**config.mk**
```make
export PLATFORM = sky130hd
export DESIGN_NAME = counter_cmd_sequencer_flat
export DESIGN_NICKNAME = d
export VERILOG_FILES = /design/src/rtl/counter_cmd_sequencer_if.sv /design/src/rtl/counter_cmd_sequencer.sv /design/src/flat_wrapper.sv
export SDC_FILE = /design/constraint.sdc
export NUM_CORES = 1
export LEC_CHECK = 0
export BUFFER_PORTS_ARGS = -buffer_cell sky130_fd_sc_hd__buf_2
export CAP_MARGIN = 30
export CORE_MARGIN = 3
export CORE_UTILIZATION = 45
export CTS_CLUSTER_SIZE = 10
export DETAILED_ROUTE_END_ITERATION = 8
export HOLD_SLACK_MARGIN = 0.08
export PLACE_DENSITY = 0.71
export SYNTH_ARGS = -nofsm -noshare
export SYNTH_HDL_FRONTEND = slang
export SYNTH_SLANG_ARGS = --single-unit
```
**constraint.sdc**
```tcl
create_clock -name clk -period 2.2 [get_ports clk]
set_clock_uncertainty 0.05 [all_clocks]
set_input_delay 0.33 -clock clk [delete_from_list [all_inputs] [get_ports clk]]
set_output_delay 0.33 -clock clk [all_outputs]
set_load 0.02 [all_outputs]
```
**src/rtl/counter_cmd_sequencer_if.sv**
```systemverilog
// Command channel between an upstream producer and the counter command sequencer FIFO.
interface counter_cmd_sequencer_if;
  logic       cmd_valid;
  logic       cmd_ready;
  logic [1:0] cmd_mode;
  logic [3:0] cmd_value;
  logic [3:0] cmd_repeat;

  modport master (
    output cmd_valid, cmd_mode, cmd_value, cmd_repeat,
    input  cmd_ready
  );

  modport slave (
    input  cmd_valid, cmd_mode, cmd_value, cmd_repeat,
    output cmd_ready
  );
endinterface

```
**src/rtl/counter_cmd_sequencer.sv**
```systemverilog
// Queues counter commands and issues each one repeat+1 times to a downstream counter.
// Define CMDSEQ_OVF_HALT_EN to halt on counter overflow until clear_halt.
module counter_cmd_sequencer #(
  parameter int FIFO_DEPTH = 4
) (
  input  logic                          clk,
  input  logic                          reset,
  counter_cmd_sequencer_if.slave        cmd,
  input  logic                          overflow,
  input  logic                          clear_halt,
  output logic                          enable,
  output logic [1:0]                    mode,
  output logic [3:0]                    input_value,
  output logic                          busy,
  output logic [$clog2(FIFO_DEPTH):0]   fifo_level,
  output logic                          done,
  output logic                          halted
);
  localparam int PW = $clog2(FIFO_DEPTH);
  localparam int LW = PW + 1;

  typedef enum logic [1:0] {IDLE, ISSUE, HALT} seqState_t;

  seqState_t     state_q, state_d;
  logic [9:0]    fifoMem [FIFO_DEPTH];
  logic [PW-1:0] wrPtr_q, rdPtr_q;
  logic [LW-1:0] level_q, level_d;
  logic [9:0]    headEntry;
  logic          push, pop;
  logic [1:0]    workMode_q, workMode_d;
  logic [3:0]    workValue_q, workValue_d;
  logic [3:0]    remain_q, remain_d;
  logic          done_q, done_d;
  logic          ovfHalt, haltRelease;

`ifdef CMDSEQ_OVF_HALT_EN
  assign ovfHalt     = overflow;
  assign haltRelease = clear_halt;
  assign halted      = (state_q == HALT);
`else
  logic unusedHaltInputs;
  assign unusedHaltInputs = overflow ^ clear_halt;
  assign ovfHalt          = 1'b0;
  assign haltRelease      = 1'b0;
  assign halted           = 1'b0;
`endif

  // Ready comes only from registered level, so a full FIFO never takes a push even while popping
  assign cmd.cmd_ready = (level_q != LW'(FIFO_DEPTH));
  assign push          = cmd.cmd_valid && cmd.cmd_ready;
  assign headEntry     = fifoMem[rdPtr_q];

  always_comb begin
    level_d = level_q;
    if (push && !pop) begin
      level_d = level_q + 1'b1;
    end else if (pop && !push) begin
      level_d = level_q - 1'b1;
    end
  end

  always_ff @(posedge clk) begin
    if (reset) begin
      wrPtr_q <= '0;
      rdPtr_q <= '0;
      level_q <= '0;
    end else begin
      if (push) wrPtr_q <= wrPtr_q + 1'b1;
      if (pop)  rdPtr_q <= rdPtr_q + 1'b1;
      level_q <= level_d;
    end
  end

  always_ff @(posedge clk) begin
    if (push) begin
      fifoMem[wrPtr_q] <= {cmd.cmd_mode, cmd.cmd_value, cmd.cmd_repeat};
    end
  end

  // On the last issue the next command is loaded in the same edge so issues run without a bubble
  always_comb begin
    state_d     = state_q;
    workMode_d  = workMode_q;
    workValue_d = workValue_q;
    remain_d    = remain_q;
    done_d      = 1'b0;
    pop         = 1'b0;
    case (state_q)
      IDLE: begin
        if (level_q != '0) begin
          pop         = 1'b1;
          workMode_d  = headEntry[9:8];
          workValue_d = headEntry[7:4];
          remain_d    = headEntry[3:0];
          state_d     = ISSUE;
        end
      end
      ISSUE: begin
        if (ovfHalt) begin
          done_d  = (remain_q == '0);
          state_d = HALT;
        end else if (remain_q != '0) begin
          remain_d = remain_q - 1'b1;
        end else begin
          done_d = 1'b1;
          if (level_q != '0) begin
            pop         = 1'b1;
            workMode_d  = headEntry[9:8];
            workValue_d = headEntry[7:4];
            remain_d    = headEntry[3:0];
          end else begin
            state_d = IDLE;
          end
        end
      end
      HALT: begin
        if (haltRelease) state_d = IDLE;
      end
      default: state_d = IDLE;
    endcase
  end

  always_ff @(posedge clk) begin
    if (reset) begin
      state_q     <= IDLE;
      workMode_q  <= '0;
      workValue_q <= '0;
      remain_q    <= '0;
      done_q      <= 1'b0;
    end else begin
      state_q     <= state_d;
      workMode_q  <= workMode_d;
      workValue_q <= workValue_d;
      remain_q    <= remain_d;
      done_q      <= done_d;
    end
  end

  assign enable      = (state_q == ISSUE);
  assign mode        = workMode_q;
  assign input_value = workValue_q;
  assign busy        = (state_q != IDLE);
  assign fifo_level  = level_q;
  assign done        = done_q;
endmodule

```
**src/flat_wrapper.sv**
```systemverilog
// flat-port wrapper written by rule: the top's interface ports become plain ports
module counter_cmd_sequencer_flat 
#(
  parameter int FIFO_DEPTH = 4
)
  (clk, reset, overflow, clear_halt, enable, mode, input_value, busy, fifo_level, done, halted, cmd_cmd_valid, cmd_cmd_mode, cmd_cmd_value, cmd_cmd_repeat, cmd_cmd_ready);
  counter_cmd_sequencer_if cmd_i ();
  input  logic clk;
  input  logic reset;
  input  logic overflow;
  input  logic clear_halt;
  output logic enable;
  output logic [1:0] mode;
  output logic [3:0] input_value;
  output logic busy;
  output logic [$clog2(FIFO_DEPTH):0] fifo_level;
  output logic done;
  output logic halted;
  input wire logic [$bits(cmd_i.cmd_valid)-1:0] cmd_cmd_valid;
  input wire logic [$bits(cmd_i.cmd_mode)-1:0] cmd_cmd_mode;
  input wire logic [$bits(cmd_i.cmd_value)-1:0] cmd_cmd_value;
  input wire logic [$bits(cmd_i.cmd_repeat)-1:0] cmd_cmd_repeat;
  output wire logic [$bits(cmd_i.cmd_ready)-1:0] cmd_cmd_ready;
  assign cmd_i.cmd_valid = cmd_cmd_valid;
  assign cmd_i.cmd_mode = cmd_cmd_mode;
  assign cmd_i.cmd_value = cmd_cmd_value;
  assign cmd_i.cmd_repeat = cmd_cmd_repeat;
  assign cmd_cmd_ready = cmd_i.cmd_ready;
  counter_cmd_sequencer #(.FIFO_DEPTH(FIFO_DEPTH)) u_core (.clk(clk), .reset(reset), .cmd(cmd_i), .overflow(overflow), .clear_halt(clear_halt), .enable(enable), .mode(mode), .input_value(input_value), .busy(busy), .fifo_level(fifo_level), .done(done), .halted(halted));
endmodule
```
==> results by group <==
Yosys
  • Post-Syn Area: ~0.0024 mm²
  • Area leader, netlist: edfxtp_1
  • Synthesis Warnings: 0
  • Cell count after synthesis: ~160
  • Netlist cell types: 32
  • Area contributors post-synth: edfxtp_1 50%, dfxtp_1 17%, mux4_2 9.3%
  • Post-synthesis sequential area ratio: about two thirds
  • Synthesized area per cell: approximately 15 µm²
  • Syn nets: 185
  • Post-synth top area share: between 40% and 50%
  • Flops & latches, synth: 61

Setup path
  • Critical Path Fanout Max: 3
  • Startpoint Class: register
  • Worst EP arrival: 2.37 ns
  • Req. time, crit path: 2.40 ns
  • CP dominant cell by count: inv_2
  • Critical-path cell list: inv_2 > ha_4 > or3b_4 > a21oi_4 > inv_2 > ha_4 > inv_2 > fa_2 > xor2_1 > or3_1 > a21oi_1
  • Worst Setup Path Type: reg -> reg
  • Worst-path cell with the longest stage delay: or3b_4
  • Peak per-stage delay on the critical path: roughly 0.39 ns
  • CP endpoint kind: register

Floorplanning
  • Die Y: 79.3 µm
  • Initial Util: 47.0%
  • Width of the die: around 79 µm
  • IO Pins: 29
  • Core area: 0.00514 mm²
  • Die Area: roughly 0.0063 mm²
  • # rows: 26

Power
  • Combinational power share: 35.6%
  • Power Density: 1340 mW/mm²
  • Sequential power share: 41.8%
  • Switch share: 34.1%
  • Clock share of power: a little under a quarter
  • Worst VDD drop: slightly below 0.7 mV
  • P_sw: between 1 and 1.5 mW
  • P_leak: 1.07 nW
  • Tot Pwr: 3.86 mW
  • P_int: 2.54 mW

Route
  • Routed WL: 4330 µm
  • Pre-antenna DRT Iters: 4
  • Vias: 1419
  • Initial DRC count: 80
  • Drt drc: 0
  • WL/cell: 15.6 µm
  • Remaining antenna violation count: 0
  • Via/cell ratio: between 5 and 6

STA
  • Worst hold slack: 0.170 ns
  • Clock period minus final worst setup slack: 2.17 ns
  • Final hold vios: 0
  • Least-Margin Pin Slew: 0.573 ns
  • Final Max Slew Viols: 0
  • Final Cycle Share: 98.5%
  • Unrepaired setup endpoints after global routing: yes
  • Worst slew margin: about three fifths
  • Final setup fails: 0
  • Final WS setup: 0.0336 ns
  • Fmax: 462 MHz

Final layout
  • Post-layout util: around 56%
  • Share of cells above drive strength 1: a little over a third
  • Filler Cells Inserted: 451
  • Fin nets: ~230
  • Most frequent cells in the layout: 40 x edfxtp_1, 25 x buf_2, 18 x dfxtp_1
  • Antenna diodes: 0
  • Sequential Area: ~0.0016 mm²
  • Commonest non-fill, non-tap cell in the layout: edfxtp_1
  • Multi-input gate area: 761 µm²
  • Area growth syn-to-layout: 19.6%
  • Final non-filler cell total: around 280

Global routing
  • GRT overflow: 0
  • Vias in the first global route: approximately 1500
  • Initial antenna violation count: 0
  • First-pass GRT wire length: 6870 µm
  • Largest net degree at the start of global routing: 21
  • Total GRT Usage: 14.9%

Run status
  • Outcome: finished clean

Clock network
  • CTS Hold Bufs: 0
  • CTS tree: done
  • Cts bufs inserted: 9
  • Root Buffer: clkbuf_8
  • Clk sinks: 61
  • Clock-pin slew on the worst setup and hold paths: 0.07 ns
  • H-tree levels: 3
  • CTS Buffer Depth: 2
  • Worst-Skew Late Latency: ~0.32 ns

Placed design
  • Pre-CTS setup slack: 0.00159 ns
  • Routability cong.: 0.743
  • HPWL Detailed: 2820 µm
  • PortBufs: 25
  • Dpl cells: 260

Worst hold path
  • Hold/Removal Path Class: in -> reg

Run
  • Max_cap viols: 0
[per-layer routing]
layer	vias to the layer above	routed length (µm)	GRT usage [%]
li1	675	-	-
met4	0	42	6.87
met3	5	318	5.44
met5	-	0	0
met2	54	2170	23.8
met1	685	1800	18.0
[critical path, delay by kind of cell, from the launching register on]
kind	cells	cell delay [ns]
and+or+nand+nor	2	0.70
DFF	1	0.33
adders and majority gates	3	0.48
AOI/OAI and AO/OA	2	0.28
buffers and inverters	3	0.20
xor gates and xnor gates	1	0.06
[path summary, 6_finish.rpt]
path	start	endpoint	slack, ns	cells after the start
hold reg to reg	u_core.input_value[1]$_SDFFE_PP0P_	u_core.input_value[1]$_SDFFE_PP0P_	0.41	2
setup reg to reg	u_core.remain_q[1]$_SDFF_PP0_	u_core.fifo_level[2]$_SDFFE_PP0P_	0.03	11
setup / recovery	u_core.remain_q[1]$_SDFF_PP0_	u_core.fifo_level[2]$_SDFFE_PP0P_	0.03	11
hold / removal	cmd_cmd_value[3]	u_core.fifoMem[2][7]$_DFFE_PP_	0.17	1
[Yosys cell counts (all sizes together)]
cell type / count
edfxtp: 40
dfxtp: 21
nand2: 15
a21oi: 11
mux4: 10
nor2: 10
inv: 8
ha: 7
nor3: 5
and2: 4
buf: 3
clkbuf: 3
o21ai: 3
xor2: 3
a211oi: 2
mux2i: 2
or3: 2
xnor2: 2
a21boi: 1
a221oi: 1
a31oi: 1
a32oi: 1
conb: 1
fa: 1
nand3b: 1
nor3b: 1
o211ai: 1
o22ai: 1
or3b: 1
[state kept, by name, indices dropped and copies added (netlist names), named ones only]
name                count
u_core.input_value      4
u_core.mode             2
u_core.wrPtr_q          2
u_core.state_q          1
u_core.done             1
u_core.rdPtr_q          2
u_core.remain_q         4
u_core.fifoMem         40
u_core.fifo_level       3
[logic make-up after synthesis]
group / after synthesis / share of synthesized area (%)
mux: 12 / 10.2
flops: 61 / 67.2
other cells: 1 / 0.155
fa+ha+maj: 8 / 4.46
simple gates: 39 / 7.56
compound gates: 22 / 6.01
buf+inv: 14 / 2.69
xor+xnor: 5 / 1.81
[area by class of cell]
cell class / count / share of cell area (%)
Sequential cell: 61 / 56.3
Multi-Input combinational cell: 87 / 26.3
Timing Repair Buffer: 36 / 7.19
Clock buffer: 12 / 5.37
Tap cell: 70 / 3.03
Inverter: 8 / 1.04
Clock inverter: 4 / 0.780
[power by group through the flow]
stage	clock network (mW)	logic (mW)	registers (mW)
after floorplan	0	0.878	1.68
after CTS	0.902	1.33	1.61
after detailed placement	0	1.31	1.64
after global placement	0	1.27	1.62
final	0.871	1.37	1.61
after global routing	0.953	1.53	1.64
[stage by stage]
stage / TNS (ns) / cell area (µm²)
finish: 0 / 2890
global route: -0.112 / 2890
CTS: 0 / 2870
detailed placement: 0 / 2680
global placement: 0 / 2680
floorplan: -0.0499 / 2440
[timing repair]
action | 4_1_cts | 5_1_grt
buffers inserted | 1 | 1
cloned | 0 | 0
setup endpoints to repair | 1 | 2
resized for setup | 1 | 4
pin swaps | 0 | 1
Power figures use the tool's default switching activity.
